## src/rtl/riscv_package.sv

```systemverilog
// Shared types for the data-memory arbiter: FSM state and read-owner encodings.
package riscv_package;

  typedef enum logic {
    ARB_IDLE = 1'b0,
    ARB_BUSY = 1'b1
  } arb_state_e;

  typedef enum logic {
    OWN_I = 1'b0,
    OWN_D = 1'b1
  } arb_owner_e;

endpackage : riscv_package

```

## src/rtl/rr_arbiter2.sv

```systemverilog
// Two-way round-robin pick. Purely combinational: the caller keeps the
// "last winner" register and decides when a pick may turn into a grant.
// Bit 0 is the fetch port, bit 1 the data port.
module rr_arbiter2
  import riscv_package::*;
(
  input  logic [1:0] req,
  input  arb_owner_e last,
  output logic [1:0] gnt
);

  // Single requester wins outright; on a tie the port that did not win last time goes.
  always_comb begin
    gnt = 2'b00;
    case (req)
      2'b01:   gnt = 2'b01;
      2'b10:   gnt = 2'b10;
      2'b11:   gnt = (last == OWN_I) ? 2'b10 : 2'b01;
      default: gnt = 2'b00;
    endcase
  end

endmodule : rr_arbiter2

```

## src/rtl/dmem_arbiter.sv

```systemverilog
// Shares one fixed-latency memory port between an instruction-fetch port and
// a data port. One read may be outstanding; a new grant is possible when idle
// or in the cycle the outstanding read returns, so reads can stream
// back-to-back. Writes complete in their grant cycle.
module dmem_arbiter
  import riscv_package::*;
#(
  parameter int AW      = 32,
  parameter int DW      = 32,
  parameter int MEM_LAT = 1
) (
  input  logic          clk,
  input  logic          rst_n,
  input  logic          i_req,
  input  logic [AW-1:0] i_addr,
  output logic          i_gnt,
  output logic          i_rvalid,
  output logic [DW-1:0] i_rdata,
  input  logic          d_req,
  input  logic          d_wr,
  input  logic [AW-1:0] d_addr,
  input  logic [DW-1:0] d_wdata,
  output logic          d_gnt,
  output logic          d_rvalid,
  output logic [DW-1:0] d_rdata,
  output logic          m_req,
  output logic          m_wr,
  output logic [AW-1:0] m_addr,
  output logic [DW-1:0] m_wdata,
  input  logic [DW-1:0] m_rdata,
  output logic          i_stall,
  output logic          d_stall
);

  localparam int            CW       = $clog2(MEM_LAT + 1);
  localparam logic [CW-1:0] CNT_LOAD = CW'(MEM_LAT);
  localparam logic [CW-1:0] CNT_ONE  = CW'(1);

  arb_state_e    state_q, state_d;
  arb_owner_e    owner_q, owner_d;
  arb_owner_e    last_q, last_d;
  logic [CW-1:0] cnt_q, cnt_d;

  logic [1:0] rr_gnt;
  logic       ret;        // outstanding read's data is on m_rdata this cycle
  logic       can_grant;
  logic       gnt_i, gnt_d;
  logic       rd_grant;

  rr_arbiter2 u_rr (
    .req  ({d_req, i_req}),
    .last (last_q),
    .gnt  (rr_gnt)
  );

  assign ret       = (state_q == ARB_BUSY) && (cnt_q == CNT_ONE);
  assign can_grant = (state_q == ARB_IDLE) || ret;
  assign gnt_i     = can_grant & rr_gnt[0];
  assign gnt_d     = can_grant & rr_gnt[1];
  assign rd_grant  = gnt_i | (gnt_d & ~d_wr);

  // State register: FSM state, latency counter, read owner and round-robin history.
  // NOTE: sequential state uses non-blocking assignments so every register
  // samples the pre-edge values; blocking here would create order-dependent races.
  always_ff @(posedge clk or negedge rst_n) begin
    if (!rst_n) begin
      state_q <= ARB_IDLE;
      cnt_q   <= '0;
      owner_q <= OWN_I;
      last_q  <= OWN_D;   // so the first tie after reset goes to fetch
    end else begin
      state_q <= state_d;
      cnt_q   <= cnt_d;
      owner_q <= owner_d;
      last_q  <= last_d;
    end
  end

  // Next state: count down while busy, (re)load on a read grant, drop to idle on return.
  // NOTE: every variable gets a default at the top of the block, so no path
  // through the branches leaves it unassigned and no latch is inferred.
  always_comb begin
    state_d = state_q;
    cnt_d   = (state_q == ARB_BUSY) ? cnt_q - CNT_ONE : cnt_q;
    owner_d = owner_q;
    last_d  = last_q;
    if (rd_grant) begin
      state_d = ARB_BUSY;
      cnt_d   = CNT_LOAD;
      owner_d = gnt_i ? OWN_I : OWN_D;
    end else if (ret) begin
      state_d = ARB_IDLE;
    end
    if (gnt_i) last_d = OWN_I;
    if (gnt_d) last_d = OWN_D;
  end

  // Outputs: grants and memory request from the pick, return data steered to the
  // owner, stalls per port. Everything is forced low while reset is asserted,
  // including the paths that are otherwise combinational from the request inputs.
  always_comb begin
    i_gnt    = 1'b0;
    d_gnt    = 1'b0;
    m_req    = 1'b0;
    m_wr     = 1'b0;
    m_addr   = '0;
    m_wdata  = '0;
    i_rvalid = 1'b0;
    i_rdata  = '0;
    d_rvalid = 1'b0;
    d_rdata  = '0;
    i_stall  = 1'b0;
    d_stall  = 1'b0;
    if (rst_n) begin
      i_gnt = gnt_i;
      d_gnt = gnt_d;
      m_req = gnt_i | gnt_d;
      m_wr  = gnt_d & d_wr;
      if (gnt_d) begin
        m_addr  = d_addr;
        m_wdata = d_wdata;
      end else if (gnt_i) begin
        m_addr = i_addr;
      end
      if (ret && owner_q == OWN_I) begin
        i_rvalid = 1'b1;
        i_rdata  = m_rdata;
      end
      if (ret && owner_q == OWN_D) begin
        d_rvalid = 1'b1;
        d_rdata  = m_rdata;
      end
      i_stall = (i_req & ~gnt_i) |
                ((state_q == ARB_BUSY) && (owner_q == OWN_I) && !ret);
      d_stall = (d_req & ~gnt_d) |
                ((state_q == ARB_BUSY) && (owner_q == OWN_D) && !ret);
    end
  end

endmodule : dmem_arbiter
```

## config.mk

```make
export PLATFORM = sky130hd
export DESIGN_NAME = dmem_arbiter
export DESIGN_NICKNAME = d
export VERILOG_FILES = /design/src/rtl/riscv_package.sv /design/src/rtl/rr_arbiter2.sv /design/src/rtl/dmem_arbiter.sv
export SDC_FILE = /design/constraint.sdc
export NUM_CORES = 1
export LEC_CHECK = 0
export ABC_AREA = 1
export BUFFER_PORTS_ARGS = -buffer_cell sky130_fd_sc_hd__buf_4
export CORE_AREA = 2 2 105 107
export CTS_BUF_LIST = sky130_fd_sc_hd__clkbuf_2 sky130_fd_sc_hd__clkbuf_4 sky130_fd_sc_hd__clkbuf_8
export DETAILED_ROUTE_END_ITERATION = 8
export DIE_AREA = 0 0 107 109
export SETUP_SLACK_MARGIN = 0.15
export SKIP_LAST_GASP = 1
export SYNTH_ARGS = -nofsm -noshare
export SYNTH_HDL_FRONTEND = slang
export SYNTH_SLANG_ARGS = --single-unit
```

## constraint.sdc

```tcl
create_clock -name clk -period 1.7 [get_ports clk]
set_input_delay 0.085 -clock clk [delete_from_list [all_inputs] [get_ports clk]]
set_output_delay 0.085 -clock clk [all_outputs]
set_load 0.02 [all_outputs]
```

==> impl_metrics.json <==
{
  "port_buffers": 268,
  "drt-initial-drc-count": 146,
  "die_area_um2": 11660,
  "cap_violations": 0,
  "setup_ws_ns": 0.02835,
  "dpl_cell_area_um2": 3824,
  "fmax_mhz": 598.2,
  "synthTopCellsByArea": "nand2_1 (31%), nor2_1 (31%), inv_1 (16%)",
  "synth_edf_count": 0,
  "avgSynthCellArea_um2": 4.290,
  "hold_path.class": "input port to asynchronous set/reset pin",
  "worstMarginPinSlew_ns": 0.3009,
  "yosysTopAreaCell": "nand2_1",
  "finalHoldViolCount": 4,
  "synthTopCellsByCount": "nand2_1 (136), nor2_1 (136), inv_1 (71)",
  "track_usage_pct": 13.56,
  "die_w_um": 107,
  "yosys_warnings": 0,
  "viasPerCell": 4.076,
  "utilization_pct": 42.97,
  "dp_slack_ns": 0.1685,
  "status": "complete, but fails checks",
  "grt_max_degree": 44,
  "crit_required_ns": 1.62,
  "antenna-diode-count": 0,
  "routabilityCongestion": 0.7886,
  "min_period_ns": 1.672,
  "fin_setup_tns_ns": 0,
  "top_layer": "met4",
  "synth_cells": 387,
  "ant_nets": 0,
  "overflow": 0,
  "setup_violations": 0,
  "wire_per_inst_um": 12.73,
  "dp_hpwl_um": 7265,
  "cts_tree": "done",
  "synthArstFlopShare_pct": 100.0,
  "numCtsBuffers": 3,
  "core_area_um2": 10600,
  "clkSinkCount": 4,
  "finalNetCount": 798,
  "antenna_found_initial": 0,
  "clkTransAtPathRegs_ns": 0.03,
  "violations": "negative hold slack",
  "htree_levels": 1,
  "route.met3.wl_um": 954,
  "design_area_um2": 4556,
  "via_count": 3277,
  "finalCritPeriodShare_pct": 98.33,
  "synth_top_area_share_pct": 30.75,
  "wl_met1_um": 3416,
  "power_density_nw_per_um2": 789.9,
  "grt_pass1_vias": 2875,
  "fp-row-count": 38,
  "synthToLayoutAreaGrowth_pct": 174.4,
  "clkLatencyLatePin_ns": 0.23,
  "met2WireLength_um": 5805,
  "clock_path_buffers": 2,
  "drc": 0,
  "initial_core_util_pct": 15.66,
  "seq_area_frac_synth_pct": 6.104,
  "critPathKind": "flip-flop to primary output",
  "drive_above_1_share_pct": 54.67,
  "ir_drop_mv": 0.3156,
  "crit_path_end_kind": "primary output",
  "cellLeakagePower_nw": 2.767,
  "synth_fp_nets": 520,
  "fin_worst_skew_ns": 0.002268,
  "cts_root_buffer": "clkbuf_8",
  "hold_slack_ns": -0.3168,
  "final_max_slew_viol_count": 0,
  "ys.flop_type": "dfrtp_1",
  "worstPathArrival_ns": 1.59,
  "cp-start-kind": "flip-flop",
  "first_pass_iters": 4,
  "syn_area_um2": 1660,
  "drt_wl_total_um": 10230,
  "yosysUniqueCellTypes": 20,
  "synth_seq_cells": 4,
  "die_y_um": 109,
  "slew_headroom_pct": 79.94,
  "grt_pass1_wl_um": 12900,
  "ios": 269,
  "rsz0062_at_grt": "yes",
  "critPathMaxFanout": 8
}
[worst paths after layout]
| path | startpoint | end | slack (ns) | cells after the start |
|---|---|---|---|---|
| worst min register to register | last_q | last_q | 0.50 | 2 |
| worst max-delay path | cnt_q | d_rdata[22] | 0.03 | 7 |
| min in group clk | d_req | last_q | 0.16 | 3 |
| max in group asynchronous | rst_n | last_q | 1.80 | 1 |
| worst max register to register | last_q | owner_q | 0.36 | 6 |
| worst min-delay path | rst_n | owner_q | -0.32 | 1 |
[cell usage in the layout, fill, tap and decap left out]
cell type,instances
nand3_1,1
o21ai_0,2
nand4_1,1
nor2_2,23
a21oi_1,2
inv_4,1
inv_1,69
buf_12,6
dfrtp_1,3
dfstp_2,1
nand2_4,4
nand2_1,123
a21boi_1,1
clkbuf_8,3
clkbuf_4,1
nor2_4,18
buf_4,244
nor2_1,99
clkbuf_16,9
nand2_2,11
nand3_4,2
buf_6,36
inv_2,4
[state kept, by name, summed over array words and instances (netlist names)]
name,flops
owner_q,1
last_q,1
state_q,1
cnt_q,1
[routing by layer]
layer / vias to the layer above / GRT usage, %
li1: 1631 / -
met5: - / 0
met2: 179 / 27.71
met4: 0 / 2.412
met1: 1461 / 13.23
met3: 6 / 4.543
[cells by family (layout without fill, tap and decap cells)]
logic type,count (synthesis),in the layout,synth area share [%]
compound gates,5,5,1.658
simple gates,282,282,67.45
buf+inv,96,373,24.79
flops,4,4,6.104
[per-stage QoR]
step	total power, mW	std cells
after floorplan	1.617	387
after detailed placement	2.699	782
final	3.599	804
after CTS	3.061	790
after global routing	3.844	804
after global placement	2.678	782
[worst max-delay path: stages (launching register included)]
cell and delay [ns]:
dfrtp_1 0.39, buf_4 0.14, nand2_1 0.08, nor2_2 0.16, nand2_4 0.12, clkbuf_16 0.19
nor2_1 0.12, buf_4 0.16
[what timing repair did]
item,4_1_cts,5_1_grt
cloned,1,10
endpoints found under the setup margin,54,100
resized for setup,30,86
pin swaps,5,6
hold endpoints to repair,4,4
setup buffers,3,4
[where the power goes]
part	switching, mW	leakage, nW	internal [mW]
Combinational	1.71	2.69	1.44
Clock	0.0619	0.0262	0.177
Sequential	0.0518	0.0457	0.150
[final cells by class]
type	instances	area [µm²]
flip-flops and latches	4	101.3
repair buffers	295	2582
multi-input cells	287	1368
clock buffers	4	48.80
well taps	140	175.2
fillers	1088	6047
inverters	74	280.3
No activity file was read; power rests on OpenSTA's default activity.
